**src/rtl/basic_cpu_sequencer_pkg.sv**
```systemverilog
// Shared encodings for the basic-computer control unit: bus sources, ALU and
// E-flag operations, opcodes, register-reference bit positions and FSM states.
package basic_cpu_sequencer_pkg;

  // Common bus source select
  localparam logic [2:0] BUS_NONE = 3'd0;
  localparam logic [2:0] BUS_AR   = 3'd1;
  localparam logic [2:0] BUS_PC   = 3'd2;
  localparam logic [2:0] BUS_DR   = 3'd3;
  localparam logic [2:0] BUS_AC   = 3'd4;
  localparam logic [2:0] BUS_IR   = 3'd5;
  localparam logic [2:0] BUS_TR   = 3'd6;
  localparam logic [2:0] BUS_MEM  = 3'd7;

  // ALU operation select
  localparam logic [2:0] ALU_NONE = 3'd0;
  localparam logic [2:0] ALU_AND  = 3'd1;
  localparam logic [2:0] ALU_ADD  = 3'd2;
  localparam logic [2:0] ALU_DR   = 3'd3;
  localparam logic [2:0] ALU_CMA  = 3'd4;
  localparam logic [2:0] ALU_CIR  = 3'd5;
  localparam logic [2:0] ALU_CIL  = 3'd6;

  // E flip-flop operation
  localparam logic [1:0] E_HOLD = 2'd0;
  localparam logic [1:0] E_CLR  = 2'd1;
  localparam logic [1:0] E_CMP  = 2'd2;
  localparam logic [1:0] E_LD   = 2'd3;

  // Register strobe bundles, ordered {clr, ld, inr}
  localparam logic [2:0] CTL_NONE = 3'b000;
  localparam logic [2:0] CTL_CLR  = 3'b100;
  localparam logic [2:0] CTL_LD   = 3'b010;
  localparam logic [2:0] CTL_INR  = 3'b001;

  // Opcode field IR[14:12]
  localparam logic [2:0] OP_AND = 3'd0;
  localparam logic [2:0] OP_ADD = 3'd1;
  localparam logic [2:0] OP_LDA = 3'd2;
  localparam logic [2:0] OP_STA = 3'd3;
  localparam logic [2:0] OP_BUN = 3'd4;
  localparam logic [2:0] OP_BSA = 3'd5;
  localparam logic [2:0] OP_ISZ = 3'd6;
  localparam logic [2:0] OP_REG = 3'd7;

  // Register-reference bit positions in IR[11:0]
  localparam int RB_CLA = 11;
  localparam int RB_CLE = 10;
  localparam int RB_CMA = 9;
  localparam int RB_CME = 8;
  localparam int RB_CIR = 7;
  localparam int RB_CIL = 6;
  localparam int RB_INC = 5;
  localparam int RB_SPA = 4;
  localparam int RB_SNA = 3;
  localparam int RB_SZA = 2;
  localparam int RB_SZE = 1;
  localparam int RB_HLT = 0;

  typedef enum logic [1:0] {
    ST_IDLE = 2'd0,
    ST_INIT = 2'd1,
    ST_RUN  = 2'd2
  } state_t;

endpackage

```
**src/rtl/basic_cpu_sequencer_seq_counter.sv**
```systemverilog
// Timing counter SC: clear has priority over increment.
module seq_counter #(
  parameter int SC_W = 4
) (
  input  logic            clk,
  input  logic            rst_n,
  input  logic            clr,
  input  logic            inr,
  output logic [SC_W-1:0] t_cnt
);

  // Count register, cleared asynchronously by reset
  always_ff @(posedge clk or negedge rst_n) begin
    if (!rst_n)   t_cnt <= '0;
    else if (clr) t_cnt <= '0;
    else if (inr) t_cnt <= t_cnt + 1'b1;
  end

endmodule

```
**src/rtl/basic_cpu_sequencer.sv**
```systemverilog
// Control unit for the 16-bit basic computer: IDLE/INIT/RUN FSM plus timing
// decoder producing the per-register strobes, bus select and ALU/E controls.
module basic_cpu_sequencer
  import basic_cpu_sequencer_pkg::*;
#(
  parameter int SC_W = 4
) (
  input  logic            clk,
  input  logic            rst_n,
  input  logic            start,
  input  logic [15:0]     ir,
  input  logic            dr_zero,
  input  logic            ac_zero,
  input  logic            ac_msb,
  input  logic            e_flag,
  output logic [2:0]      bus_sel,
  output logic [2:0]      ar_ctl,
  output logic [2:0]      pc_ctl,
  output logic [2:0]      dr_ctl,
  output logic [2:0]      ac_ctl,
  output logic            ir_ld,
  output logic            tr_ld,
  output logic            mem_rd,
  output logic            mem_wr,
  output logic [2:0]      alu_op,
  output logic [1:0]      e_ctl,
  output logic [SC_W-1:0] t_cnt,
  output logic            halted
);

  state_t     state, next_state;
  logic       i_ff, i_ld;
  logic       sc_clr, sc_inr;
  logic [2:0] op;

  assign op     = ir[14:12];
  assign halted = (state == ST_IDLE);
  assign tr_ld  = 1'b0;

  seq_counter #(.SC_W(SC_W)) u_sc (
    .clk   (clk),
    .rst_n (rst_n),
    .clr   (sc_clr),
    .inr   (sc_inr),
    .t_cnt (t_cnt)
  );

  // FSM state and indirect-address flip-flop
  always_ff @(posedge clk or negedge rst_n) begin
    if (!rst_n) begin
      state <= ST_IDLE;
      i_ff  <= 1'b0;
    end else begin
      state <= next_state;
      if (i_ld) i_ff <= ir[15];
    end
  end

  // Timing decode: next state, counter control and all datapath strobes
  always_comb begin
    next_state = state;
    sc_clr     = 1'b0;
    sc_inr     = 1'b0;
    i_ld       = 1'b0;
    bus_sel    = BUS_NONE;
    ar_ctl     = CTL_NONE;
    pc_ctl     = CTL_NONE;
    dr_ctl     = CTL_NONE;
    ac_ctl     = CTL_NONE;
    ir_ld      = 1'b0;
    mem_rd     = 1'b0;
    mem_wr     = 1'b0;
    alu_op     = ALU_NONE;
    e_ctl      = E_HOLD;
    case (state)
      ST_IDLE: begin
        sc_clr = 1'b1;
        if (start) next_state = ST_INIT;
      end
      ST_INIT: begin
        pc_ctl     = CTL_CLR;
        ac_ctl     = CTL_CLR;
        e_ctl      = E_CLR;
        sc_clr     = 1'b1;
        next_state = ST_RUN;
      end
      ST_RUN: begin
        sc_inr = 1'b1;
        case (t_cnt)
          SC_W'(0): begin
            bus_sel = BUS_PC;
            ar_ctl  = CTL_LD;
          end
          SC_W'(1): begin
            mem_rd  = 1'b1;
            bus_sel = BUS_MEM;
            ir_ld   = 1'b1;
            pc_ctl  = CTL_INR;
          end
          SC_W'(2): begin
            bus_sel = BUS_IR;
            ar_ctl  = CTL_LD;
            i_ld    = 1'b1;
          end
          SC_W'(3): begin
            if (op == OP_REG) begin
              sc_clr = 1'b1;
              // I/O instructions (I=1) fall through as a NOP; among several
              // set bits the highest index wins.
              if (!i_ff) begin
                if      (ir[RB_CLA]) ac_ctl = CTL_CLR;
                else if (ir[RB_CLE]) e_ctl  = E_CLR;
                else if (ir[RB_CMA]) begin alu_op = ALU_CMA; ac_ctl = CTL_LD; end
                else if (ir[RB_CME]) e_ctl  = E_CMP;
                else if (ir[RB_CIR]) begin alu_op = ALU_CIR; ac_ctl = CTL_LD; e_ctl = E_LD; end
                else if (ir[RB_CIL]) begin alu_op = ALU_CIL; ac_ctl = CTL_LD; e_ctl = E_LD; end
                else if (ir[RB_INC]) ac_ctl = CTL_INR;
                else if (ir[RB_SPA]) pc_ctl = ac_msb  ? CTL_NONE : CTL_INR;
                else if (ir[RB_SNA]) pc_ctl = ac_msb  ? CTL_INR  : CTL_NONE;
                else if (ir[RB_SZA]) pc_ctl = ac_zero ? CTL_INR  : CTL_NONE;
                else if (ir[RB_SZE]) pc_ctl = e_flag  ? CTL_NONE : CTL_INR;
                else if (ir[RB_HLT]) next_state = ST_IDLE;
              end
            end else if (i_ff) begin
              mem_rd  = 1'b1;
              bus_sel = BUS_MEM;
              ar_ctl  = CTL_LD;
            end
          end
          SC_W'(4): begin
            case (op)
              OP_AND, OP_ADD, OP_LDA, OP_ISZ: begin
                mem_rd  = 1'b1;
                bus_sel = BUS_MEM;
                dr_ctl  = CTL_LD;
              end
              OP_STA: begin
                bus_sel = BUS_AC;
                mem_wr  = 1'b1;
                sc_clr  = 1'b1;
              end
              OP_BUN: begin
                bus_sel = BUS_AR;
                pc_ctl  = CTL_LD;
                sc_clr  = 1'b1;
              end
              OP_BSA: begin
                bus_sel = BUS_PC;
                mem_wr  = 1'b1;
                ar_ctl  = CTL_INR;
              end
              default: sc_clr = 1'b1;
            endcase
          end
          SC_W'(5): begin
            case (op)
              OP_AND: begin alu_op = ALU_AND; ac_ctl = CTL_LD; sc_clr = 1'b1; end
              OP_ADD: begin alu_op = ALU_ADD; ac_ctl = CTL_LD; e_ctl = E_LD; sc_clr = 1'b1; end
              OP_LDA: begin alu_op = ALU_DR;  ac_ctl = CTL_LD; sc_clr = 1'b1; end
              OP_BSA: begin bus_sel = BUS_AR; pc_ctl = CTL_LD; sc_clr = 1'b1; end
              OP_ISZ: dr_ctl = CTL_INR;
              default: sc_clr = 1'b1;
            endcase
          end
          SC_W'(6): begin
            sc_clr = 1'b1;
            if (op == OP_ISZ) begin
              bus_sel = BUS_DR;
              mem_wr  = 1'b1;
              pc_ctl  = dr_zero ? CTL_INR : CTL_NONE;
            end
          end
          default: sc_clr = 1'b1;
        endcase
      end
      default: begin
        next_state = ST_IDLE;
        sc_clr     = 1'b1;
      end
    endcase
  end

endmodule

```
**config.mk**
```make
export PLATFORM = sky130hd
export DESIGN_NAME = basic_cpu_sequencer
export DESIGN_NICKNAME = d
export VERILOG_FILES = /design/src/rtl/basic_cpu_sequencer_pkg.sv /design/src/rtl/basic_cpu_sequencer_seq_counter.sv /design/src/rtl/basic_cpu_sequencer.sv
export SDC_FILE = /design/constraint.sdc
export NUM_CORES = 1
export LEC_CHECK = 0
export ABC_AREA = 1
export CAP_MARGIN = 0
export CELL_PAD_IN_SITES_DETAIL_PLACEMENT = 0
export CELL_PAD_IN_SITES_GLOBAL_PLACEMENT = 1
export CORE_MARGIN = 2
export CORE_UTILIZATION = 29
export DETAILED_ROUTE_END_ITERATION = 6
export PLACE_DENSITY = 0.81
export SETUP_SLACK_MARGIN = 0.2
export SYNTH_ARGS = -nofsm -noshare
export SYNTH_HDL_FRONTEND = slang
export SYNTH_SLANG_ARGS = --single-unit
```
**constraint.sdc**
```tcl
create_clock -name clk -period 2.6 [get_ports clk]
set_input_delay 0.78 -clock clk [delete_from_list [all_inputs] [get_ports clk]]
set_output_delay 0.78 -clock clk [all_outputs]
set_load 0.1 [all_outputs]
```
* Word-level counts from Yosys, hierarchy flattened
Cells that the tools add are included.
Word-level totals: flip-flop bits (word level) 7, word-level logic and storage cells 156
Operators by class: add/subtract/negate cells 1, equal/unequal tests 31, mux-type cells 110, reductions and logical operators 11
Operator list (number):
- $mux W2 | 39
- $mux W3 | 15
- $mux W1 | 38
- $ne A2 B2 Y1 const B | 15
- $pmux W3 S2 | 4
- $pmux W3 S7 | 1
- $pmux W2 S3 | 3
- $reduce_and A16 Y1 | 1
- $eq A3 B3 Y1 const B | 4
- $eq A4 B3 Y1 const B | 3
- $pmux W2 S2 | 3
- $pmux W3 S4 | 1
- $pmux W2 S5 | 1
- $eq A4 B2 Y1 const B | 2
- $mux W4 | 2
- $eq A3 B2 Y1 const B | 2
- $reduce_or A3 Y1 | 2
- $reduce_or A5 Y1 | 1
- $add A4 B1 Y4 const B | 1
- $eq A4 B1 Y1 const B | 1
- $logic_not A4 Y1 | 1
- $pmux W1 S4 | 1
- $reduce_or A2 Y1 | 2
- $reduce_or A4 Y1 | 1
- 9 further kinds | 9

* Logic depth before layout (Yosys ltp)
depth after elaboration 16, mapped depth 9

* Cells and area by module
From an unflattened synthesis, not the netlist that was laid out.
Second synthesis, totals: cells, all modules 196, area total of the unflattened synthesis 1154.9 um2
By module, submodules not included:
- basic_cpu_sequencer | instances 1, cells each 172, area an instance 953.4 um2
- seq_counter | instances 1, cells each 24, area an instance 201.4 um2

* Worst setup path before layout
OpenSTA, ideal clock, no wires.
path type register to output, start point register u_sc.t_cnt[0], end point output port ac_ctl[0], arrival time 4.444 ns, path slack -2.624 ns, cell stages (with the launch flop) 4, buffers on the path 0, cell sequence dfrtp_1 -> ha_1 -> nand4_4 -> nor4_1
On the way: word-level cells in the longest chain between the ends 3, elaborated cells on any way between the ends 4, classes of those cells 2 x eq/ne; 2 x mux
Ends and longest elaborated chain:
- start, declared | RTL line basic_cpu_sequencer_seq_counter.sv:9 | output logic [SC_W-1:0] t_cnt
- start signal, assigned | RTL line basic_cpu_sequencer_seq_counter.sv:16 | else if (inr) t_cnt <= t_cnt + 1'b1;
- $eq A4 B3 Y1 or $eq A4 B2 Y1 (tied branches) | RTL line basic_cpu_sequencer.sv:89 | case (t_cnt)
- $pmux W3 S2 * | RTL line basic_cpu_sequencer.sv:89
- $pmux W3 S2 * | RTL line basic_cpu_sequencer.sv:75 | case (state)
- end, declared | RTL line basic_cpu_sequencer.sv:20 | output logic [2:0] ac_ctl,
Mark *: on every way between the ends. The rest lies on a longest branch, timed or not.

* Worst setup path after layout
start point input port ir[14], end point output port e_ctl[0]
On the way: word-level cells in the longest chain between the ends 4, elaborated cells on any way between the ends 6, classes of those cells 2 x eq/ne; 4 x mux
Ends and longest elaborated chain:
- start, declared | RTL line basic_cpu_sequencer.sv:11 | input logic [15:0] ir,
- $eq A3 B1 Y1 or $eq A3 B3 Y1 (tied branches) | RTL line basic_cpu_sequencer.sv:156, basic_cpu_sequencer.sv:106
- $mux W2, on equally long branches | RTL line basic_cpu_sequencer.sv:156, basic_cpu_sequencer.sv:106
- $pmux W2 S2 * | RTL line basic_cpu_sequencer.sv:89
- $pmux W2 S2 * | RTL line basic_cpu_sequencer.sv:75
- end, declared | RTL line basic_cpu_sequencer.sv:26 | output logic [1:0] e_ctl,
Marks and branches as above.

==> results by group <==
Yosys
  – Post-synthesis mux area share: 0
  – Synth Area in Simple Gates: 0.447
  – Synth Area in XOR/XNOR: 0.0142
  – Post-Synth Adder-Cell Area: 0.111
  – Syn_area_per_cell: 6.35 sq um
  – Synth unique cells: 31
  – Cell count after synthesis: about 200
  – Async set-or-reset flop fraction in the synthesized netlist: 1.00
  – Post-synth EDFFs: 0
  – Compound-Gate Fraction of Synth Area: 0.147
  – Primary FF master, synth: dfrtp_1
  – Yosys reg bits: 7
  – Seq/Total Area, Yosys: 0.142
  – Syn. warnings: 0
  – Synthesized area: 1240 sq um
  – Largest family of logic cells by synthesized area: simple AND/OR/NAND/NOR gates

Floorplanning
  – Die height: 69.3 microns
  – DIE AREA: 4810 sq um
  – CORE AREA: 4060 sq um
  – Die Width: 69.3 microns
  – Num rows: 23
  – Initial core utilization: 0.305
  – Num ports: between 50 and 60

Power
  – Pwr dens: about 690 nW/um^2
  – Total power: 0.00203 W
  – Worst vdd ir: 0.631 mV
  – Pleak: 1.32 nW

Routing
  – Avg Vias per Cell: ~4.8
  – DRT iter0 DRCs: 35
  – First-pass DRT Iterations: 4
  – Via count: 1628
  – ANT nets after route: 0
  – # DRC: 0
  – Final wirelength: 4580 microns
  – WL/cell: between 10 and 15 microns

Setup path
  – Worst R2R Path Depth: 6
  – Reg-to-reg endpoint: u_sc.t_cnt[2]
  – CP startpoint: ir[14]
  – Critical path type: in2out
  – Max incr delay on CP: 220 ps
  – Worst Path Max Fanout: 5
  – Req. time, crit path: ~1800 ps
  – Critical path arrival: 1890 ps
  – Crit path max-delay cell type: nor3_2
  – Reg-to-Reg Start: u_sc.t_cnt[1]
  – Worst setup EP type: primary output
  – R2R setup slack: 850 ps
  – Critical Path End: e_ctl[0]
  – Cell Chain, Critical Path: buf_2, buf_6, inv_2, nand2_1, nor3_2, nor2_2, a21oi_4, buf_12
  – Crit start category: input port

Timing
  – RSZ-0062 raised after global routing: yes
  – Slew Limit Fails: 0
  – Final setup fails: 11
  – Final period util: 1.03
  – Fin worst setup slack: -69.8 ps
  – Post-Route Skew: 3.31 ps
  – Final Hold Vio Count: 0
  – Fmax: between 300 and 400 MHz
  – Post-layout min period: 2670 ps

Global route
  – Global route overflow: 0
  – First-pass GRT wire length: 7510 microns
  – Total GRT Usage: 0.186
  – Largest net degree at the start of global routing: 10
  – Vias in the first global route: 1689
  – Initial antenna violation count: 0

CTS
  – Worst-path clk slew: roughly 40 ps
  – Sink Count: 7
  – Clock latency on the worst-skew pair: around 230 ps
  – CTS tree: built
  – Hold buffers post-CTS: 0
  – Root Buffer: clkbuf_8
  – CTS H-tree depth: 1
  – Inserted Clock Buffers: 3
  – CTS Buffer Depth: 2

Run status
  – Failing checks: setup timing
  – Status: finished with violations

Layout
  – Fillers: 308
  – Ratio of cells with drive above 1 in the final layout: 0.651
  – Final Cell Area: 2930 sq um
  – Synth-to-layout area growth: 137%
  – Post-route insts no fill: 342
  – Final #Nets: roughly 330
  – Util after Layout: 0.721
  – # diodes: 0

Place
  – RePlAce Congestion: 0.776
  – Placed cell area: 2540 sq um
  – Placed cell count: between 300 and 400
  – Post-DP HPWL: 3280 microns
  – I/O Buffers: between 40 and 50

Hold path
  – HP Class: reg2reg
  – Worst Hold Depth: 2

Job
  – Max-Cap Viols: 0
==> placed cells by master, fill, tap and decap left out, drive strengths merged, types with 3 or more instances in the layout <==
master,n
dfrtp,7
clkdlybuf4s50,5
clkbuf,4
dlygate4sd2,7
nand2,44
buf,82
o21ai,16
nor2,25
ha,11
nor3,9
conb,3
a21oi,11
nand3,20
inv,35
==> report_power, final <==
| group | internal, W | switching (W) |
|---|---|---|
| Sequential | 0.000148 | 0.0000436 |
| Combinational | 0.000597 | 0.00109 |
| Clock | 0.000106 | 0.0000450 |
==> metal layers <==
| layer | vias up | GRT usage | routed length [microns] |
|---|---|---|---|
| met5 | - | 0 | 0 |
| met4 | 0 | 0.0174 | 19 |
| met3 | 2 | 0.0363 | 247 |
| met2 | 44 | 0.350 | 2430 |
| met1 | 766 | 0.223 | 1890 |
| li1 | 816 | - | - |
==> synthesized netlist by cell type, types with 3 or more instances <==
| library cell | instances | area [sq um] |
|---|---|---|
| buf_4 | 4 | 30.0 |
| nand2_2 | 7 | 43.8 |
| dfrtp_1 | 7 | 175 |
| inv_1 | 34 | 128 |
| nor2_4 | 4 | 45.0 |
| nand3_1 | 17 | 85.1 |
| a21oi_1 | 8 | 40.0 |
| o21ai_0 | 12 | 60.1 |
| ha_1 | 11 | 138 |
| a21oi_2 | 3 | 26.3 |
| nor3_1 | 9 | 45.0 |
| nand2_1 | 34 | 128 |
| o21ai_1 | 3 | 15.0 |
| nand2_4 | 3 | 33.8 |
| nor2_1 | 20 | 75.1 |
==> critical path: cells and delay by family <==
kind / cells / cell delay (ps)
AOI/OAI and AO/OA: 1 / 140
and+or+nand+nor: 3 / 410
buffers and inverters: 4 / 570
==> stage by stage <==
stage	setup WS [ps]	hold slack, ps	setup TNS [ps]
CTS	-54.2	512	-344
detailed placement	-621	504	-10060
global placement	-600	495	-9710
floorplan	-420	466	-2050
global route	-151	563	-1680
finish	-69.8	508	-422
==> cells by family (layout without fill, tap and decap cells) <==
logic type | count (synthesis) | after routing
AOI/OAI and AO/OA | 30 | 30
xor gates and xnor gates | 2 | 2
adders and majority gates | 11 | 11
buffers and inverters | 41 | 136
DFF | 7 | 7
other | 1 | 3
and+or+nand+nor | 103 | 103
==> area by class of cell <==
type,count,area (sq um),share of cell area
inverter,36,151,0.0517
tap,50,62.6,0.0214
sequential,7,190,0.0650
timing repair buffer,96,1080,0.369
clock buffer,4,45.0,0.0154
multi-input combinational,149,1400,0.478
==> registers in the layout, indices dropped and copies added (netlist names) <==
signal / cells
i_ff: 1
state: 2
u_sc.t_cnt: 4
==> how the worst min path moves through the flow <==
stage	start	end
after global placement	state[1]	state[1]
after floorplan	state[1]	state[1]
after CTS	state[1]	state[1]
after detailed placement	state[1]	state[1]
after global routing	state[1]	state[1]
final	state[1]	state[1]
==> what timing repair did <==
action	4_1_cts	5_1_grt
gates resized for setup	95	20
pin swaps	38	23
setup endpoints to repair	19	20
buffers inserted	10	8
endpoints found under the hold margin	0	0
cloned	0	0
Power figures use the tool's default switching activity.
